==> config.mk <==
export PLATFORM = sky130hd
export DESIGN_NAME = instr_fetch
export DESIGN_NICKNAME = d
export VERILOG_FILES = /design/src/rtl/instr_fetch.sv
export SDC_FILE = /design/constraint.sdc
export NUM_CORES = 1
export LEC_CHECK = 0
export CAP_MARGIN = 20
export CORE_ASPECT_RATIO = 0.75
export CORE_MARGIN = 2
export CORE_UTILIZATION = 34
export DETAILED_ROUTE_END_ITERATION = 8
export GPL_TIMING_DRIVEN = 1
export PLACE_DENSITY = 0.85
export SETUP_SLACK_MARGIN = 0.05
export SYNTH_ARGS = -nofsm -noshare
export SYNTH_HDL_FRONTEND = slang
export SYNTH_SLANG_ARGS = --single-unit
==> constraint.sdc <==
create_clock -name clk -period 1.65 [get_ports clk]
set_clock_uncertainty 0.05 [all_clocks]
set_input_delay 0.2475 -clock clk [delete_from_list [all_inputs] [get_ports clk]]
set_output_delay 0.2475 -clock clk [all_outputs]
set_load 0.1 [all_outputs]
==> src/rtl/instr_fetch.sv <==
// Instruction fetch unit: three-state IDLE/REQ/VALID handshake with instruction memory.
// Optional fetch-timeout detector enabled by defining IFETCH_TIMEOUT_EN.
module instr_fetch #(
  parameter logic [29:0] RESET_PC = 30'h0
) (
  input  logic        clk,
  input  logic        reset,
  input  logic [29:0] NextPC,
  output logic [29:0] PC,
  output logic        imemReq,
  output logic [29:0] imemAddr,
  input  logic        imemAck,
  input  logic [31:0] imemData,
  input  logic        stall,
  input  logic        flush,
  output logic [31:0] instr,
  output logic [25:0] jta,
  output logic        instrValid,
  output logic        fetchErr
);

  localparam logic [1:0] IDLE  = 2'd0;
  localparam logic [1:0] REQ   = 2'd1;
  localparam logic [1:0] VALID = 2'd2;

  logic [1:0] state;

  // NOTE: sequential state uses non-blocking assignments so every register
  // samples pre-edge values regardless of statement order.
  always_ff @(posedge clk) begin
    if (reset) begin
      state      <= IDLE;
      PC         <= RESET_PC;
      instr      <= 32'h0;
      instrValid <= 1'b0;
    end else begin
      case (state)
        IDLE: state <= REQ;
        REQ: begin
          // Flush wins over a same-cycle ack; the returned word is dropped.
          if (flush) begin
            PC         <= NextPC;
            instrValid <= 1'b0;
          end else if (imemAck) begin
            instr      <= imemData;
            instrValid <= 1'b1;
            state      <= VALID;
          end
        end
        VALID: begin
          if (flush || !stall) begin
            PC         <= NextPC;
            instrValid <= 1'b0;
            state      <= REQ;
          end
        end
        default: state <= IDLE;
      endcase
    end
  end

  assign imemReq  = (state == REQ);
  assign imemAddr = PC;
  assign jta      = instr[25:0];

`ifdef IFETCH_TIMEOUT_EN
  logic [3:0] toCnt;

  // Counts consecutive unanswered REQ cycles; the 16th raises a one-cycle error
  // and the request keeps going at the same address.
  always_ff @(posedge clk) begin
    if (reset) begin
      toCnt    <= 4'd0;
      fetchErr <= 1'b0;
    end else begin
      fetchErr <= 1'b0;
      if (state != REQ || flush || imemAck) begin
        toCnt <= 4'd0;
      end else if (toCnt == 4'd15) begin
        toCnt    <= 4'd0;
        fetchErr <= 1'b1;
      end else begin
        toCnt <= toCnt + 4'd1;
      end
    end
  end
`else
  assign fetchErr = 1'b0;
`endif

endmodule

======== Yosys cells after proc, flatten, opt, wreduce, memory -nomap -nowiden ========
Cells that the tools add are included.
storage, ports and cells
  flip-flop bits (word level) ............. 65
  bits in latches ......................... 0
  memory bits (writable) .................. 0
  bits in read-only memories .............. 0
  input port bits ......................... 67
  logic and storage cells ................. 31
  memories ................................ 0
cells by class
  add/subtract/negate cells ............... 0
  multiply operators ...................... 0
  divide/modulo/power cells ............... 0
  order comparisons ....................... 0
  eq/ne operators ......................... 7
  shift operators ......................... 0
  multiplexer cells ....................... 11
  bitwise gates (word level) .............. 1
  reduce and logical (&&, ||, !) cells .... 8
operators with widths
  kind                                                   count
  2-to-1 mux 30 bit                                      2
  one-hot mux 30 bit (2 select lines)                    1
  AND reduction 3 bit                                    4
  2-to-1 mux 2 bit                                       3
  one-hot mux 2 bit (3 select lines)                     1
  inequality test 2 x 1 -> 1 bit, second input constant  2
  inequality test 2 bit, second input constant           2
  2-to-1 mux 1 bit                                       3
  inequality test 3 x 1 -> 1 bit, second input constant  1
  equality test 2 x 1 -> 1 bit, second input constant    1
  equality test 2 bit, second input constant             1
  logical NOT 2 bit                                      1
  one-hot mux 1 bit (2 select lines)                     1
  nonzero test 2 bit                                     1
  logical NOT 1 bit                                      1
  logical OR 1 bit                                       1
  inverter 1 bit                                         1

======== Depth between registers and ports, before layout ========
  depth after elaboration ................. 4
  mapped depth ............................ 7
  gate-level depth less buffers ........... 5

======== Least setup slack after synthesis ========
No wires, ideal clock.
  path kind ............................... register -> register
  from .................................... register state[1]
  to ...................................... register state[0]
  setup time .............................. 121 ps
  data arrival time ....................... 1938 ps
  data required time ...................... 1479 ps
  path slack .............................. -460 ps
  stages on the path, launching flop included .. 6
  buffers on the path ..................... 0
  clock period less this slack ............ 2110 ps
  cells stage by stage .................... dfxtp_1 > inv_1 > ha_1 > nand2b_1 > and3b_2 > mux2_4
between the ends
  cells in the longest elaborated chain, start to end .. 3
  elaborated cells on any way between the ends .. 8
  those cells by class .................... 5 x eq/ne; 1 x mux; 2 x reduce/logical
RTL lines
  what                                                                                      line  text
  start: declaration                                                                        26    logic [1:0] state;
  start signal: assignment                                                                  32    state <= IDLE;
  start signal: assignment                                                                  38    IDLE: state <= REQ;
  start signal: assignment                                                                  47    state <= VALID;
  equality test 2 x 1 -> 1 bit *                                                            n/a
  net imemReq                                                                               10    output logic imemReq,
  inequality test 2 bit (no source line) or inequality test 2 x 1 -> 1 bit (tied branches)  n/a
  AND reduction 3 bit (no source line)                                                      n/a
The timed path passes the listed nets; every way through them passes the cells marked *.
A chain may end at the register's enable or synchronous reset.

======== Final worst setup path ========
  from .................................... register state[0]
  to ...................................... register PC[10]
between the ends
  cells in the longest elaborated chain, start to end .. 3
  elaborated cells on any way between the ends .. 7
  those cells by class .................... 4 x eq/ne; 1 x mux; 2 x reduce/logical
RTL lines
  what                                                                 line  text
  equality test 2 bit or equality test 2 x 1 -> 1 bit (tied branches)  37    case (state)
  inequality test 2 bit (no source line) (tied with other cells)       n/a
  AND reduction 3 bit (no source line)                                 n/a
  end signal: assignment                                               42    PC <= NextPC;
  end signal: assignment                                               52    PC <= NextPC;
  end: declaration                                                     9     output logic [29:0] PC,
Parallel ways exist; a longest one is shown, timed or not.

==> flow_summary.json <==
{
  "dp_hpwl_microns": 6833,
  "hold_violations": 0,
  "grt_pass1_wl_microns": 14140,
  "dp_slack_ns": -0.001744,
  "root_buffer": "clkbuf_16",
  "sw_frac_of_total": 0.5132,
  "multi_input_area_sq_um": 1325,
  "r2r_end": "PC[10]",
  "period_share": 0.9242,
  "die-area_sq_um": 10140,
  "numCtsBuffers": 9,
  "combPwrFrac": 0.665,
  "syn_inst": 358,
  "p_clk_frac": 0.140,
  "hp-class": "input port to flop",
  "postCtsHoldBufs": 0,
  "fin_crit_ns": 1.525,
  "track_usage": 0.1762,
  "async_flop_share": 0,
  "synth_cell_types": 22,
  "cts_tree": "built",
  "rsz0062_at_grt": "no",
  "dr.pass1.iters": 7,
  "drtAntennaViolNets": 0,
  "wl_microns": 9092,
  "syn_area_sq_um": 3178,
  "reg2regPathDepth": 6,
  "wl_per_cell_microns": 14.66,
  "syn_avg_cell_area_sq_um": 8.877,
  "powerDensity_nw_per_um2": 2087,
  "start_util": 0.3499,
  "die_height_microns": 87.73,
  "min_to": "instr[29]",
  "max_cap_violations": 0,
  "port_buffers": 186,
  "ir_drop_mv": 1.772,
  "row_count": 30,
  "setup_ws_ns": 0.1251,
  "synth_nets": 430,
  "grt_pass1_vias": 2933,
  "drive_gt1_frac": 0.4370,
  "crit_fanout": 7,
  "critPathLaunchType": "flop",
  "area_growth_pct": 101.7,
  "switchingPower_uw": 6863,
  "post_cts_buffers": 0,
  "num_vias": 2778,
  "leakagePower_uw": 0.002473,
  "sequentialPowerShare": 0.195,
  "cts_buffer_depth": 2,
  "final-max-slew-violation-count": 0,
  "rrSetupSlack_ns": 0.13,
  "worstHoldPathCells": 3,
  "yosysSeqAreaShare": 0.4094,
  "register_area_sq_um": 1373,
  "cts.clk_slew.worst_paths_ns": 0.06,
  "status": "complete, no violations",
  "num-fill-cells": 649,
  "ys_warn_count": 0,
  "grt-ovfl-total": 0,
  "drt_iter0_markers": 190,
  "setup_viol": 0,
  "final_cells": 620,
  "insertion_delay_ns": 0.31,
  "rr_startpoint": "state[0]",
  "io_pins": 188,
  "fin_area_sq_um": 6409,
  "clkSinkCount": 65,
  "internal_power_uw": 6511,
  "routed_via_density": 4.481,
  "worstHoldStart": "reset",
  "placed_area_sq_um": 6013,
  "finalPower_uw": 13370,
  "place_inst": 601,
  "num_antenna_cells": 0,
  "ys_ff_latch": 65,
  "core-area_sq_um": 9084,
  "worstSetupPathType": "flop to flop",
  "crit_path_end_kind": "flop",
  "cts.htree.levels": 3,
  "synth_edf_count": 0,
  "grt_start_max_net_pins": 99,
  "die_w_microns": 115.6,
  "cp.arrival_ns": 1.72,
  "ys.flop_type": "dfxtp_1",
  "clock.fmax_mhz": 655.8,
  "antenna_found_initial": 0,
  "gp_congestion": 0.7522,
  "required_ns": 1.84,
  "drcViolationCount": 0,
  "nets": 559
}
==> final cells by class <==
| type | count | share of cell area |
|---|---|---|
| Inverter | 2 | 0.001171 |
| Multi-Input combinational cell | 212 | 0.2068 |
| Sequential cell | 65 | 0.2142 |
| Clock buffer | 11 | 0.03788 |
| Clock inverter | 5 | 0.008590 |
| Timing Repair Buffer | 197 | 0.5064 |
| Tap cell | 128 | 0.02499 |
==> layer usage <==
| metal | up-vias | global-route usage | wire [microns] |
|---|---|---|---|
| met1 | 1302 | 0.1997 | 3505 |
| met4 | 0 | 0.04545 | 97 |
| met2 | 131 | 0.3211 | 4762 |
| met3 | 10 | 0.05813 | 727 |
| li1 | 1335 | - | - |
| met5 | - | 0 | 0 |
==> power groups by stage <==
| stage | registers, uW | logic [uW] | clock network [uW] |
|---|---|---|---|
| 6_report | 2610 | 8890 | 1870 |
| 5_1_grt | 2660 | 9110 | 1990 |
| 4_1_cts | 2620 | 8690 | 1910 |
| 3_5_place_dp | 2630 | 8550 | 0 |
| 3_3_place_gp | 2600 | 8450 | 0 |
| 2_1_floorplan | 4530 | 3800 | 0 |
==> critical path, stage by stage, from the launching register on <==
cell and delay, ns:
dfxtp_1 0.31, buf_4 0.15, ha_2 0.20, a21oi_2 0.13, o21a_4 0.23, clkbuf_16 0.19
mux2i_1 0.19
==> through the flow <==
| stage | TNS [ns] | utilization | hold slack, ns |
|---|---|---|---|
| finish | 0 | 0.7055 | 0.3720 |
| global route | 0 | 0.7055 | 0.4141 |
| CTS | 0 | 0.6979 | 0.3756 |
| detailed placement | -0.001744 | 0.6620 | 0.4388 |
| global placement | 0 | 0.6620 | 0.4287 |
| floorplan | 0 | - | 0.3165 |
==> timing repair <==
action                     in CTS  in global routing
setup endpoints to repair      30                 33
gates resized for setup         2                  6
gates cloned                    1                  2
pin swaps                       0                  1
==> worst max path at each step <==
stage                         from        end  slack (ns)  cells after the start
after floorplan           state[0]   state[0]        0.05                      5
after global placement       flush   state[0]        0.05                      4
after detailed placement     flush  instr[23]      -0.002                      6
after CTS                 state[0]     PC[28]        0.03                      6
after global routing      state[0]     PC[28]        0.06                      6
final                     state[0]     PC[10]        0.13                      6
==> flip-flops by register name (all words and copies together) (netlist names) <==
register / cells
instrValid: 1
state: 2
PC: 30
instr: 32
==> kinds of logic after synthesis <==
family,share of synthesized area
AND/OR/NAND/NOR,0.2232
buffers and inverters,0.1839
flip-flops,0.4094
AO/OA/AOI/OAI,0.05709
multiplexers,0.1055
adder cells (fa/ha/maj),0.01969
other,0.001180
==> cells in the mapped netlist (2+ instances only) <==
cell type  instances  area [sq um]
nand2b_1          64         400.4
nor2_1             2         7.510
inv_1              2         7.510
mux2i_1           32         320.3
and3b_2            2         20.02
ha_1               5         62.56
buf_4             57         427.9
dfxtp_1           65          1301
nand2_1           65         244.0
clkbuf_1           9         33.78
a21oi_1           33         165.2
buf_6              8         90.09
buf_2              5         25.02
==> cell usage in the layout, fill, tap and decap left out, drive strengths merged <==
cell type      count
nand2             65
clkdlybuf4s50     65
mux2               1
clkbuf            13
a21oi             33
nand3b             1
clkinv             2
bufinv             1
inv                2
conb               1
mux2i             32
and2b              2
nand2b            64
o21a               1
dfxtp             65
and3b              3
o32ai              1
ha                 5
nor3               1
buf              130
nor2               2
clkinvlp           2
(Power assumes the default switching activity.)
